[src/rtl/seven_seg_scan_driver.sv]
// rtl/seven_seg_scan_driver.sv - time-multiplexed seven-segment scan driver with shadowed display word
module seven_seg_scan_driver #(
  parameter int NUM_DIGITS = 4,
  parameter int DIV        = 50000,
  parameter int BLANK      = 2
) (
  input  logic                    clk,
  input  logic                    reset,
  input  logic [4*NUM_DIGITS-1:0] value,
  input  logic [NUM_DIGITS-1:0]   dp_in,
  input  logic [NUM_DIGITS-1:0]   digit_en,
  input  logic                    lzs,
  input  logic                    load,
  output logic [6:0]              seg,
  output logic                    dp,
  output logic [NUM_DIGITS-1:0]   an,
  output logic                    frame_done
);

  localparam int CNT_W = (DIV > 1) ? $clog2(DIV) : 1;
  localparam int IDX_W = (NUM_DIGITS > 1) ? $clog2(NUM_DIGITS) : 1;
  localparam logic [CNT_W-1:0] CNT_MAX = CNT_W'(DIV - 1);
  localparam logic [IDX_W-1:0] IDX_MAX = IDX_W'(NUM_DIGITS - 1);

  logic [4*NUM_DIGITS-1:0] sh_value;
  logic [NUM_DIGITS-1:0]   sh_dp;
  logic [NUM_DIGITS-1:0]   sh_en;
  logic                    sh_lzs;

  logic [CNT_W-1:0]        cnt;
  logic [IDX_W-1:0]        idx;
  logic                    tick;
  logic                    blank_phase;

  logic [3:0]              nib [NUM_DIGITS];
  logic [NUM_DIGITS-1:0]   supp;
  logic                    zero_above;
  logic [3:0]              cur_nib;
  logic [6:0]              cur_seg;
  logic [6:0]              seg_next;
  logic                    dp_next;
  logic [NUM_DIGITS-1:0]   an_next;

  assign tick = (cnt == CNT_MAX);

  generate
    if (BLANK > 0) begin : g_blank
      assign blank_phase = (cnt < CNT_W'(BLANK));
    end else begin : g_no_blank
      assign blank_phase = 1'b0;
    end
  endgenerate

  // Walk from the most significant digit down so zero_above covers nibbles i..NUM_DIGITS-1.
  always_comb begin
    zero_above = 1'b1;
    supp       = '0;
    for (int i = NUM_DIGITS - 1; i >= 0; i--) begin
      nib[i]     = sh_value[4*i +: 4];
      zero_above = zero_above && (nib[i] == 4'd0);
      supp[i]    = !sh_en[i] || (sh_lzs && (i != 0) && zero_above);
    end
  end

  assign cur_nib = nib[idx];

  always_comb begin
    cur_seg = 7'b1111111;
    case (cur_nib)
      4'h0: cur_seg = 7'b0000001;
      4'h1: cur_seg = 7'b1001111;
      4'h2: cur_seg = 7'b0010010;
      4'h3: cur_seg = 7'b0000110;
      4'h4: cur_seg = 7'b1001100;
      4'h5: cur_seg = 7'b0100100;
      4'h6: cur_seg = 7'b0100000;
      4'h7: cur_seg = 7'b0001111;
      4'h8: cur_seg = 7'b0000000;
      4'h9: cur_seg = 7'b0000100;
      4'hA: cur_seg = 7'b0001000;
      4'hB: cur_seg = 7'b1100000;
      4'hC: cur_seg = 7'b0110001;
      4'hD: cur_seg = 7'b1000010;
      4'hE: cur_seg = 7'b0110000;
      4'hF: cur_seg = 7'b0111000;
      default: cur_seg = 7'b1111111;
    endcase
  end

  // A suppressed digit keeps its anode low for the slot; only the segments go dark.
  always_comb begin
    an_next  = '1;
    seg_next = 7'b1111111;
    dp_next  = 1'b1;
    if (!blank_phase) begin
      an_next = ~(NUM_DIGITS'(1) << idx);
      if (!supp[idx]) begin
        seg_next = cur_seg;
        dp_next  = ~sh_dp[idx];
      end
    end
  end

  always_ff @(posedge clk) begin
    if (reset) begin
      sh_value   <= '0;
      sh_dp      <= '0;
      sh_en      <= '0;
      sh_lzs     <= 1'b0;
      cnt        <= '0;
      idx        <= '0;
      an         <= '1;
      seg        <= 7'b1111111;
      dp         <= 1'b1;
      frame_done <= 1'b0;
    end else begin
      if (load) begin
        sh_value <= value;
        sh_dp    <= dp_in;
        sh_en    <= digit_en;
        sh_lzs   <= lzs;
      end
      cnt <= tick ? '0 : cnt + 1'b1;
      if (tick) begin
        idx <= (idx == IDX_MAX) ? '0 : idx + 1'b1;
      end
      frame_done <= tick && (idx == IDX_MAX);
      an         <= an_next;
      seg        <= seg_next;
      dp         <= dp_next;
    end
  end

endmodule
[config.mk]
export PLATFORM = sky130hd
export DESIGN_NAME = seven_seg_scan_driver
export DESIGN_NICKNAME = d
export VERILOG_FILES = /design/src/rtl/seven_seg_scan_driver.sv
export SDC_FILE = /design/constraint.sdc
export NUM_CORES = 1
export LEC_CHECK = 0
export BUFFER_PORTS_ARGS = -buffer_cell sky130_fd_sc_hd__buf_4
export CORE_UTILIZATION = 50
export CTS_CLUSTER_DIAMETER = 200
export DETAILED_ROUTE_END_ITERATION = 12
export PLACE_DENSITY = 0.8
export SYNTH_ARGS = -nofsm -noshare
export SYNTH_HDL_FRONTEND = slang
export SYNTH_SLANG_ARGS = --single-unit
[constraint.sdc]
create_clock -name clk -period 2.5 [get_ports clk]
set_input_delay 0 -clock clk [delete_from_list [all_inputs] [get_ports clk]]
set_output_delay 0 -clock clk [all_outputs]
set_load 0.03 [all_outputs]
# [Word level (Yosys, flattened, before mapping)]
# Memory sizes are Yosys's and may differ from the RTL's. A register that Yosys moved wholly into a read port is not among the register bits.
# Cells that the tools add are included.
[word_totals] out_inout_bits=13 in_bits=28 mem_bits_ro=112 ff_bits=49 mem_count=1
[op_classes] muxes=8 magnitude_cmp=3 n_eq_ne=2 add_sub_neg=2 shifts=1 n_bitwise=3 n_reduce_logical=19
[mem_list] memory="(name not given)" depth=16 width=7 rd=1 rd_ports_with_merged_regs=1 wr=0 line_no="69" text="case (cur_nib)"
[op_table] cell="$add 16x1->16 const B" n=1
[op_table] cell="$eq 16x16->1 const B" n=1
[op_table] cell="$lt 16x2->1 const B" n=1
[op_table] cell="$logic_not 4->1" n=3
[op_table] cell="$bmux 4 s2" n=1
[op_table] cell="$mux 4" n=2
[op_table] cell="$logic_and 1x1->1" n=6
[op_table] cell="$bmux 1 s2" n=2
[op_table] cell="$logic_not 1->1" n=4
[op_table] cell="$not 4->4" n=1
[op_table] cell="$reduce_or 2->1" n=2
[op_table] cell="$shl 1x2->4 const A" n=1
[op_table] cell="$ge 3x3->1 const B" n=1
[op_table] cell="$logic_or 1x1->1" n=3
[op_table] cell="$lt 2x3->1 const B" n=1
[op_table] cell="$not 2->3" n=1
[op_table] cell="$reduce_or 3->1" n=1
[op_table] cell="$add 2x1->2 const B" n=1
[op_table] cell="$eq 2x2->1 const B" n=1
[op_table] cell="$mux 1" n=2
[op_table] cell="$mux 2" n=1
[op_table] cell="$not 1->1" n=1

# [Logic depth before layout (Yosys ltp)]
# Gate-level depths: netlist of the first run.
[logic_depth] ltp_word=8 depth_mapped=8 ltp_nobuf=7

# [Worst setup path after synthesis of the first run]
# No wires, ideal clock.
[synth_timing] path_kind="register -> register" startpoint="reg idx[0]" endpoint="reg seg[5]" period_less_slack_ns=1.905 arrival_ns=1.788 required_ns=2.383 slack_ns=0.595 setup_time_ns=0.117 path_stages_with_launch=9 cell_sequence="dfxtp_1 buf_6 mux4_2 inv_1 ha_1 nand2b_1 o21ai_0 a32oi_1 nand2_1"
[synth_between] elab_chain_len=4 elab_cells_between_ends=7
[synth_lines] element="from (decl)" line_no="31" text="logic [IDX_W-1:0] idx;"
[synth_lines] element="from (signal assigned)" line_no="125" text="idx <= (idx == IDX_MAX) ? '0 : idx + 1'b1;"
[synth_lines] element="$not 2->3 (implied by the code)" line_no="65" text="assign cur_nib = nib[idx];"
[synth_lines] element="$bmux 4 s2" line_no="65"
[synth_lines] element="$mux 4 (implied by the code) (2 in series)" line_no="65"
[synth_lines] element="to (decl)" line_no="14" text="output logic [6:0] seg,"
# Parallel ways exist; a longest one is shown, timed or not. The select of a mux whose other input is x is not followed.
# A chain may end at the register's enable or synchronous reset.

# [Worst setup path in the final report of the first run]
# Ends and elaborated chain as after synthesis.

==> flow_summary.ini, run 1 <==
[floorplanning]
rows = 25
die_w_um = 73.0
core_sq_mm = 0.00479
start_util_pct = 52.7
num_io_pins = 41
die_area_sq_mm = 0.00533
die_height_um = 73.0

[finish]
drive_above_1_share_pct = 21.1
regArea_sq_mm = 0.00112
diodes = 0
multi_input_area_sq_mm = 0.00128
final_nets = 355
fillers = 386
fin_cells = 384
syn2layout_area_growth_pct = 26.0

[grt]
grt_max_degree = 33
overflow = 0
grt_pass1_wl_mm = 8.60
grtUsageTotal_pct = 21.5
antenna_found_initial = 0
grt_pass1_vias = 1842

[synthesis]
synth_top_cell_area_share_pct = 44.4
avgSynthCellArea_sq_um = 9.93
synth_top_flop_cell = dfxtp_1
syn_area_sq_mm = 0.00252
ys_seq_area_share_pct = 44.4
ys_async_sr_fraction_pct = 0
syn-num-nets = 293
synth.largest_area_cell = dfxtp_1
yosys_warnings = 0
syn_inst = 254
ys_ff_latch = 56
synth.distinct_cells = 41
synth_edf_count = 0
synth_area_leaders = dfxtp_1 (44%), mux2i_1 (11%), nor2_1 (7.1%), ha_1 (5.5%), mux4_2 (4.5%)

[worst_setup_path]
start_kind = flip-flop
crit_required_ps = 2700
worst_setup_path_end_kind = flip-flop
arrival_ps = 2230
timing.rr.start = idx[0]$_SDFFE_PP0N_
crit_type = flip-flop to flip-flop
critical-path-max-stage-delay_ps = 650
critPathBufInv = 1
startpoint = idx[0]$_SDFFE_PP0N_
crit_family = multiplexers
cp_slowest_cell = mux4_2
path_cells = mux4_2, inv_1, ha_1, nand2b_1, o21ai_0, a32oi_1, nand2_1
cp_max_fo = 6

[clock_tree]
clock_path_buffers = 2
cts_tree = yes
cts_root_buf = clkbuf_8
cts_max_level = 2
hold_buffers = 25
clkLatencyLatePin_ps = 310
clk_pin_slew_ps = 100
cts_resized = 0
cts_setup_buffers = 0
numCtsBuffers = 5
cts_sinks = 56

[routing]
wl_met1_mm = 2.30
drc_errors = 0
first_iter_violations = 97
dr_wl_met2_mm = 2.51
viasPerCell = 5.11
drt-wirelength-per-cell_um = 13.5
wl_mm = 5.19
ant_nets = 0
dr.max_layer_used = met4
drt-pass1-iter-count = 4
vias = 1961
wl_met3_um = 173

[sta]
finalCriticalPeriod_ps = 2030
fin_skew_ps = 15.1
finalSetupViolCount = 0
fmax_ghz = 0.493
rsz0062_at_grt = false
slew_viol_final = 0
hold_viol_final = 0
period_share_pct = 81.2
tns_ps = 0
holdWs_ps = 62.6
relSlewSlack_pct = 63.1
tightest_slew_ps = 553

[pwr]
ir_drop_v = 0.000506
switching_share_pct = 25.0
pwr-share-comb_pct = 12.5
sequentialPowerShare_pct = 57.6
power.switching_uw = 413
power_leakage_uw = 0.00129
powerDensity_mw_per_mm2 = 518
clkPwrFrac_pct = 29.9
internal_power_uw = 1230

[worst_hold_path]
hp-class = input pin to flip-flop
min_from = reset

[placed_design]
hpwlAfterDp_mm = 3.35
io_buffer_count = 40
place_inst = 351
gp_congestion = 0.775

[job]
drv_cap = 0

[outcome]
status = completed
[kinds of logic after synthesis]
family,share of synthesized area (%)
AO/OA/AOI/OAI,5.16
buffers and inverters,4.61
flip-flops,44.4
adder cells (fa/ha/maj),5.46
AND/OR/NAND/NOR,18.7
multiplexers,16.8
XOR/XNOR,4.86
[synth_stat cells (3+ instances only)]
master    count
buf_2         3
buf_6         4
clkbuf_1      3
dfxtp_1      56
ha_1         11
inv_1         9
mux2i_1      28
mux4_2        5
nand2_1      18
nand2b_1      3
nand3_1      10
nor2_1       48
nor3_1        7
nor4_1        3
o211ai_2      3
xnor2_1       8
xor2_1        6
[cell type report]
cell class / instances / area share (%)
multi-input combinational: 177 / 40.4
sequential: 56 / 35.3
timing repair buffer: 67 / 17.8
tap: 67 / 2.64
clock buffer: 5 / 2.16
inverter: 9 / 1.06
clock inverter: 3 / 0.669
[layer usage]
| layer | vias up | GRT usage (%) |
|---|---|---|
| li1 | 991 | - |
| met1 | 899 | 25.7 |
| met2 | 53 | 36.5 |
| met3 | 18 | 4.97 |
| met4 | 0 | 10.0 |
| met5 | - | 0 |
[final timing paths]
kind / slack [ps] / to / cells past startpoint
setup / recovery: 470 / seg[5]$_SDFF_PP1_ / 7
hold / removal: 60 / sh_en[1]$_SDFFE_PP0P_ / 2
setup reg to reg: 470 / seg[5]$_SDFF_PP1_ / 7
hold reg to reg: 480 / cnt[0]$_SDFF_PP0_ / 1
[power groups by stage]
stage	clock [uW]	combinational, uW	sequential, uW
floorplan	0	115	966
global placement	0	169	964
detailed placement	0	173	966
CTS	503	204	945
global route	544	224	952
finish	493	206	949
[per-stage QoR]
stage	total power [uW]	utilization [%]	area (sq um)	setup slack (ps)
after floorplan	1080	-	2520	595
after global placement	1130	59.3	2840	571
after detailed placement	1140	59.3	2840	489
after CTS	1650	66.4	3180	480
after global routing	1720	66.4	3180	336
final	1650	66.4	3180	470
[cell usage in the layout, fill, tap and decap left out, types with 2 or more instances in the layout]
cell	count
o211ai_2	3
mux2_4	2
nand2b_1	3
o221ai_1	2
dfxtp_1	56
nor3_1	7
dlygate4sd3_1	25
nor2_1	48
nand2_1	18
a21oi_2	2
inv_1	9
xor2_1	6
and3_1	2
xnor2_1	8
nand4_1	2
buf_4	42
nor4_1	3
ha_1	11
clkbuf_8	5
mux2i_1	28
nand3_1	10
mux4_2	5
[worst register-to-register path, stage by stage (launching register included)]
cell	delay, ps
dfxtp_1	500
mux4_2	650
inv_1	140
ha_1	240
nand2b_1	80
o21ai_0	90
a32oi_1	160
nand2_1	70
[state kept, by name, summed over array words and instances, names as in the netlist]
register / flops
idx: 2
seg: 7
sh_en: 4
an: 4
cnt: 16
sh_value: 16
sh_dp: 4
frame_done: 1
dp: 1
sh_lzs: 1
No activity file was read; power rests on OpenSTA's default activity.
==> inputs of run 2 (changes only) <==
ABC_AREA = 1   (was not set)
clock period = 2.05 ns   (was 2.5 ns; I/O delays follow)
==> run 2 against run 1 <==
  * Count of clock-buffer cells in the layout grew 1
  * Sequential power grew 22%
  * Worst setup slack lost 160 ps
  * Synthesized cell count grew 49%
  * Highest routed layer unchanged
  * First-iteration DRC count grew 47%
  * Critical path depth grew 3
  * Flip-flop and latch count is the same
  * Critical endpoint is now seg[3]$_SDFF_PP1_
==> flow_summary.ini, run 2 <==
[floorplanning]
die_area_sq_mm = 0.00566
start_util_pct = 52.1
die_w_um = 75.2
core_sq_mm = 0.00514
rows = 26
die_height_um = 75.2
num_io_pins = 41

[clock_tree]
numCtsBuffers = 5
cts_max_level = 2
clkLatencyLatePin_ps = 300
hold_buffers = 26
cts_sinks = 56
cts_setup_buffers = 0
clock_path_buffers = 2
clk_pin_slew_ps = 90
cts_tree = yes
cts_resized = 0
cts_root_buf = clkbuf_8

[synthesis]
synthSimpleGateAreaFrac_pct = 33.3
synth_fa_ha_area_share_pct = 5.14
ys_seq_area_share_pct = 41.8
synth_edf_count = 0
synth_top_flop_cell = dfxtp_1
synth.distinct_cells = 27
synth.largest_area_cell = dfxtp_1
syn_inst = 379
synth_xor_area_share_pct = 0.654
ys_ff_latch = 56
synth_area_leaders = dfxtp_1 (42%), nand2_1 (12%), nor2_1 (9.5%), o21ai_0 (6.5%), ha_1 (5.1%)
yosys_warnings = 0
ys_async_sr_fraction_pct = 0
synth_most_common_cell = nand2_1
syn-num-nets = 418
avgSynthCellArea_sq_um = 7.07
synth_compound_area_share_pct = 12.0
synthTopCellsByCount = nand2_1 (84), nor2_1 (68), dfxtp_1 (56)
syn_area_sq_mm = 0.00268
synth_top_family_by_area = simple AND/OR/NAND/NOR gates
synth_top_cell_area_share_pct = 41.8
muxShareOfSynthArea_pct = 0

[placed_design]
io_buffer_count = 40
hpwlAfterDp_mm = 3.98
gp_congestion = 0.905
post-place-ws_ps = 357

[finish]
drive_above_1_share_pct = 15.2
final_nets = 484
fillers = 469
syn2layout_area_growth_pct = 26.8
diodes = 0
mostFrequentLayoutCell = nand2_1
reg_top3 = cnt x16, sh_value x16, seg x7
final_cell_mix = nand2_1 (84), nor2_1 (68), dfxtp_1 (56), buf_4 (43), o21ai_0 (35)

[routing]
dr.max_layer_used = met4
vias = 2510
viasPerCell = 4.86
drt-pass1-iter-count = 5
drc_errors = 0
dr_wl_met2_mm = 2.78
wl_mm = 5.80
wl_met3_um = 235
drt-wirelength-per-cell_um = 11.2
first_iter_violations = 143
ant_nets = 0
wl_met1_mm = 2.74

[pwr]
finalPower_uw = 2150
power_leakage_uw = 0.00148
powerDensity_mw_per_mm2 = 632
internal_power_uw = 1630
switching_share_pct = 24.0
ir_drop_v = 0.000327
pwr-share-comb_pct = 13.3
clkPwrFrac_pct = 32.7
power.switching_uw = 516
sequentialPowerShare_pct = 53.9

[sta]
finalSetupViolCount = 0
relSlewSlack_pct = 51.5
period_share_pct = 84.8
tns_ps = 0
fin_ws_ps = 311
hold_viol_final = 0
holdWs_ps = 75.6
finalCriticalPeriod_ps = 1740
fin_skew_ps = 4.77
fmax_ghz = 0.575
slew_viol_final = 0
rsz0062_at_grt = false
tightest_slew_ps = 727

[worst_setup_path]
crit_required_ps = 2240
timing.rr.start = idx[0]$_SDFFE_PP0N_
start_kind = flip-flop
startpoint = idx[0]$_SDFFE_PP0N_
cp_max_fo = 15
arrival_ps = 1930
crit_type = flip-flop to flip-flop
worst_setup_path_end_kind = flip-flop

[worst_hold_path]
min_from = load
hp-class = input pin to flip-flop

[grt]
grt_max_degree = 30
overflow = 0
grt_pass1_wl_mm = 9.54
grt_pass1_vias = 2155
grtUsageTotal_pct = 22.1
antenna_found_initial = 0

[outcome]
status = completed

[job]
drv_cap = 0
-- run 2: logic make-up after synthesis --
kind of cell | count (synthesis)
xor gates and xnor gates | 2
DFF | 56
adders and majority gates | 11
AOI/OAI and AO/OA | 62
buffers and inverters | 44
and+or+nand+nor | 204
-- run 2: cell type report --
class,instances,area (sq um),area share [%]
repair buffers,69,583,17.2
multi-input cells,279,1370,40.3
flip-flops and latches,56,1120,33.0
well taps,70,87.6,2.58
clock buffers,6,72.6,2.14
inverters,34,128,3.76
clock inverters,2,35.0,1.03
-- run 2: worst paths after layout --
check | endpoint | slack (ps) | depth (start not counted)
max reg2reg | seg[3]$_SDFF_PP1_ | 310 | 10
max | seg[3]$_SDFF_PP1_ | 310 | 10
min reg2reg | cnt[0]$_SDFF_PP0_ | 450 | 1
min | sh_value[9]$_SDFFE_PP0P_ | 80 | 3
-- run 2: power groups by stage --
stage | sequential, uW | clock [uW] | combinational, uW
after floorplan | 1190 | 0 | 155
after global placement | 1180 | 0 | 238
after detailed placement | 1180 | 0 | 244
after CTS | 1160 | 723 | 285
after global routing | 1160 | 762 | 324
final | 1160 | 703 | 286
-- run 2: layer usage --
metal | vias up | track usage (%)
li1 | 1346 | -
met1 | 1101 | 28.6
met2 | 58 | 37.8
met3 | 5 | 3.35
met4 | 0 | 7.41
met5 | - | 0
-- run 2: critical path, cell delays in order, from the launching register on --
cell and delay [ps]:
dfxtp_1 470, inv_2 180, nand2_1 90, nand3_1 80, nand2_2 150, inv_2 70
ha_1 230, nand2_1 120, nand2_1 60, o21ai_1 120, nand2_1 60
-- run 2: metrics by stage --
| step | util, % | instances | instance area [sq um] |
|---|---|---|---|
| after floorplan | - | 379 | 2680 |
| after global placement | 58.9 | 482 | 3030 |
| after detailed placement | 58.9 | 482 | 3030 |
| after CTS | 66.1 | 516 | 3400 |
| after global routing | 66.1 | 516 | 3400 |
| final | 66.1 | 516 | 3400 |
==> inputs of run 3 (changes only) <==
ABC_AREA = 0   (was 1)
clock period = 1.78 ns   (was 2.05 ns; I/O delays follow)
==> run 3 against run 2 <==
  * Die area shrank 5.7%
  * Non-clock buffer count grew 19
  * Cell area grew 0.29%
  * Critical path depth shrank 3
  * First-iteration DRC count shrank 62%
  * Critical endpoint is now seg[5]$_SDFF_PP1_
  * Largest cell class unchanged
  * Clock power grew 17%
  * Total power grew 15%
==> flow_summary.ini, run 3 (synthesis results as in run 1) <==
[worst_setup_path]
cp_max_fo = 6
crit_type = flip-flop to flip-flop
crit_required_ps = 1990
cp_slowest_cell = mux4_2
critical-path-max-stage-delay_ps = 590
path_cells = mux4_2, inv_2, ha_4, nand2b_4, o21ai_2, a32oi_1, nand2_1
worst_setup_path_end_kind = flip-flop
start_kind = flip-flop
critPathBufInv = 1
arrival_ps = 1960
crit_family = multiplexers

[routing]
drc_errors = 0
wl_mm = 5.65
ant_nets = 0
first_iter_violations = 55
drt-wirelength-per-cell_um = 13.9
viasPerCell = 5.16
vias = 2089
drt-pass1-iter-count = 4

[finish]
final_area_sq_mm = 0.00341
drive_above_1_share_pct = 29.6
final_nets = 376
reg_top3 = cnt x16, sh_value x16, seg x7
diodes = 0
mostFrequentLayoutCell = buf_4
final_cell_mix = buf_4 (63), dfxtp_1 (54), nor2_1 (48), mux2i_1 (28), dlygate4sd3_1 (25)
utilization_pct = 71.2
fin_cells = 405
syn2layout_area_growth_pct = 35.1

[grt]
grt_pass1_vias = 2031
overflow = 0
antenna_found_initial = 0
grtUsageTotal_pct = 22.7
grt_max_degree = 33
grt_pass1_wl_mm = 9.11

[placed_design]
hpwlAfterDp_mm = 3.67
post-place-ws_ps = -10.7
gp_congestion = 0.839
io_buffer_count = 40
placed_area_sq_mm = 0.00300
place_inst = 370

[clock_tree]
cts_sinks = 56
clk_pin_slew_ps = 100
clkLatencyLatePin_ps = 310
cts_max_level = 2
cts_root_buf = clkbuf_8
numCtsBuffers = 5
clock_path_buffers = 2
cts_tree = yes

[pwr]
powerDensity_mw_per_mm2 = 728
power_leakage_uw = 0.00141
finalPower_uw = 2480
ir_drop_v = 0.000432

[floorplanning]
die_height_um = 73.0
num_io_pins = 41
start_util_pct = 52.7
core_sq_mm = 0.00479
die_area_sq_mm = 0.00533
rows = 25
die_w_um = 73.0

[outcome]
status = completed

[sta]
fin_ws_ps = 24.6
hold_viol_final = 0
finalCriticalPeriod_ps = 1760
fmax_ghz = 0.570
period_share_pct = 98.6
slew_viol_final = 0
tightest_slew_ps = 422
finalSetupViolCount = 0
fin_skew_ps = 5.67
rsz0062_at_grt = true
relSlewSlack_pct = 71.6

[worst_hold_path]
hp-class = input pin to flip-flop

[job]
drv_cap = 0
run 3: path summary, 6_finish.rpt:
| check | slack (ps) | startpoint | cells after the start | end |
|---|---|---|---|---|
| max | 20 | idx[0]$_SDFFE_PP0N_ | 7 | seg[5]$_SDFF_PP1_ |
| min | 70 | reset | 2 | sh_en[1]$_SDFFE_PP0P_ |
| max reg2reg | 20 | idx[0]$_SDFFE_PP0N_ | 7 | seg[5]$_SDFF_PP1_ |
| min reg2reg | 480 | cnt[0]$_SDFF_PP0_ | 1 | cnt[0]$_SDFF_PP0_ |
run 3: cell type report:
type | count | area (sq um)
repair buffers | 88 | 723
clock inverters | 2 | 35.0
clock buffers | 6 | 72.6
flip-flops and latches | 56 | 1130
multi-input cells | 177 | 1330
well taps | 67 | 83.8
inverters | 9 | 33.8
fillers | 343 | 1380
run 3: metal layers:
| metal | vias up | global-route usage [%] | wire, um | share of wire, % |
|---|---|---|---|---|
| li1 | 1038 | - | - | - |
| met4 | 0 | 12.6 | 197 | 3.5 |
| met2 | 46 | 38.6 | 2810 | 50 |
| met5 | - | 0 | 0 | 0 |
| met3 | 17 | 4.97 | 164 | 2.9 |
| met1 | 988 | 26.3 | 2480 | 44 |
run 3: what timing repair did:
item                                   in CTS  in global routing
hold buffers                               25                  0
buffers inserted                            0                  2
gates resized for setup                     4                  6
setup endpoints to repair                   5                  8
pin swaps                                   1                  2
endpoints found under the hold margin      25                  0
run 3: where the power goes:
group | switching [uW] | total, uW | internal, uW | leakage [uW]
clock network | 401 | 819 | 418 | 0.0000552
logic | 152 | 334 | 182 | 0.000895
registers | 31.5 | 1330 | 1300 | 0.000459
total | 584 | 2480 | 1900 | 0.00141
run 3: per-stage QoR:
step / setup TNS (ps) / hold slack, ps
2_1_floorplan: -113 / 147
3_3_place_gp: 0 / 231
3_5_place_dp: -10.7 / 243
4_1_cts: 0 / 67.0
5_1_grt: -136 / 65.6
6_report: 0 / 70.7
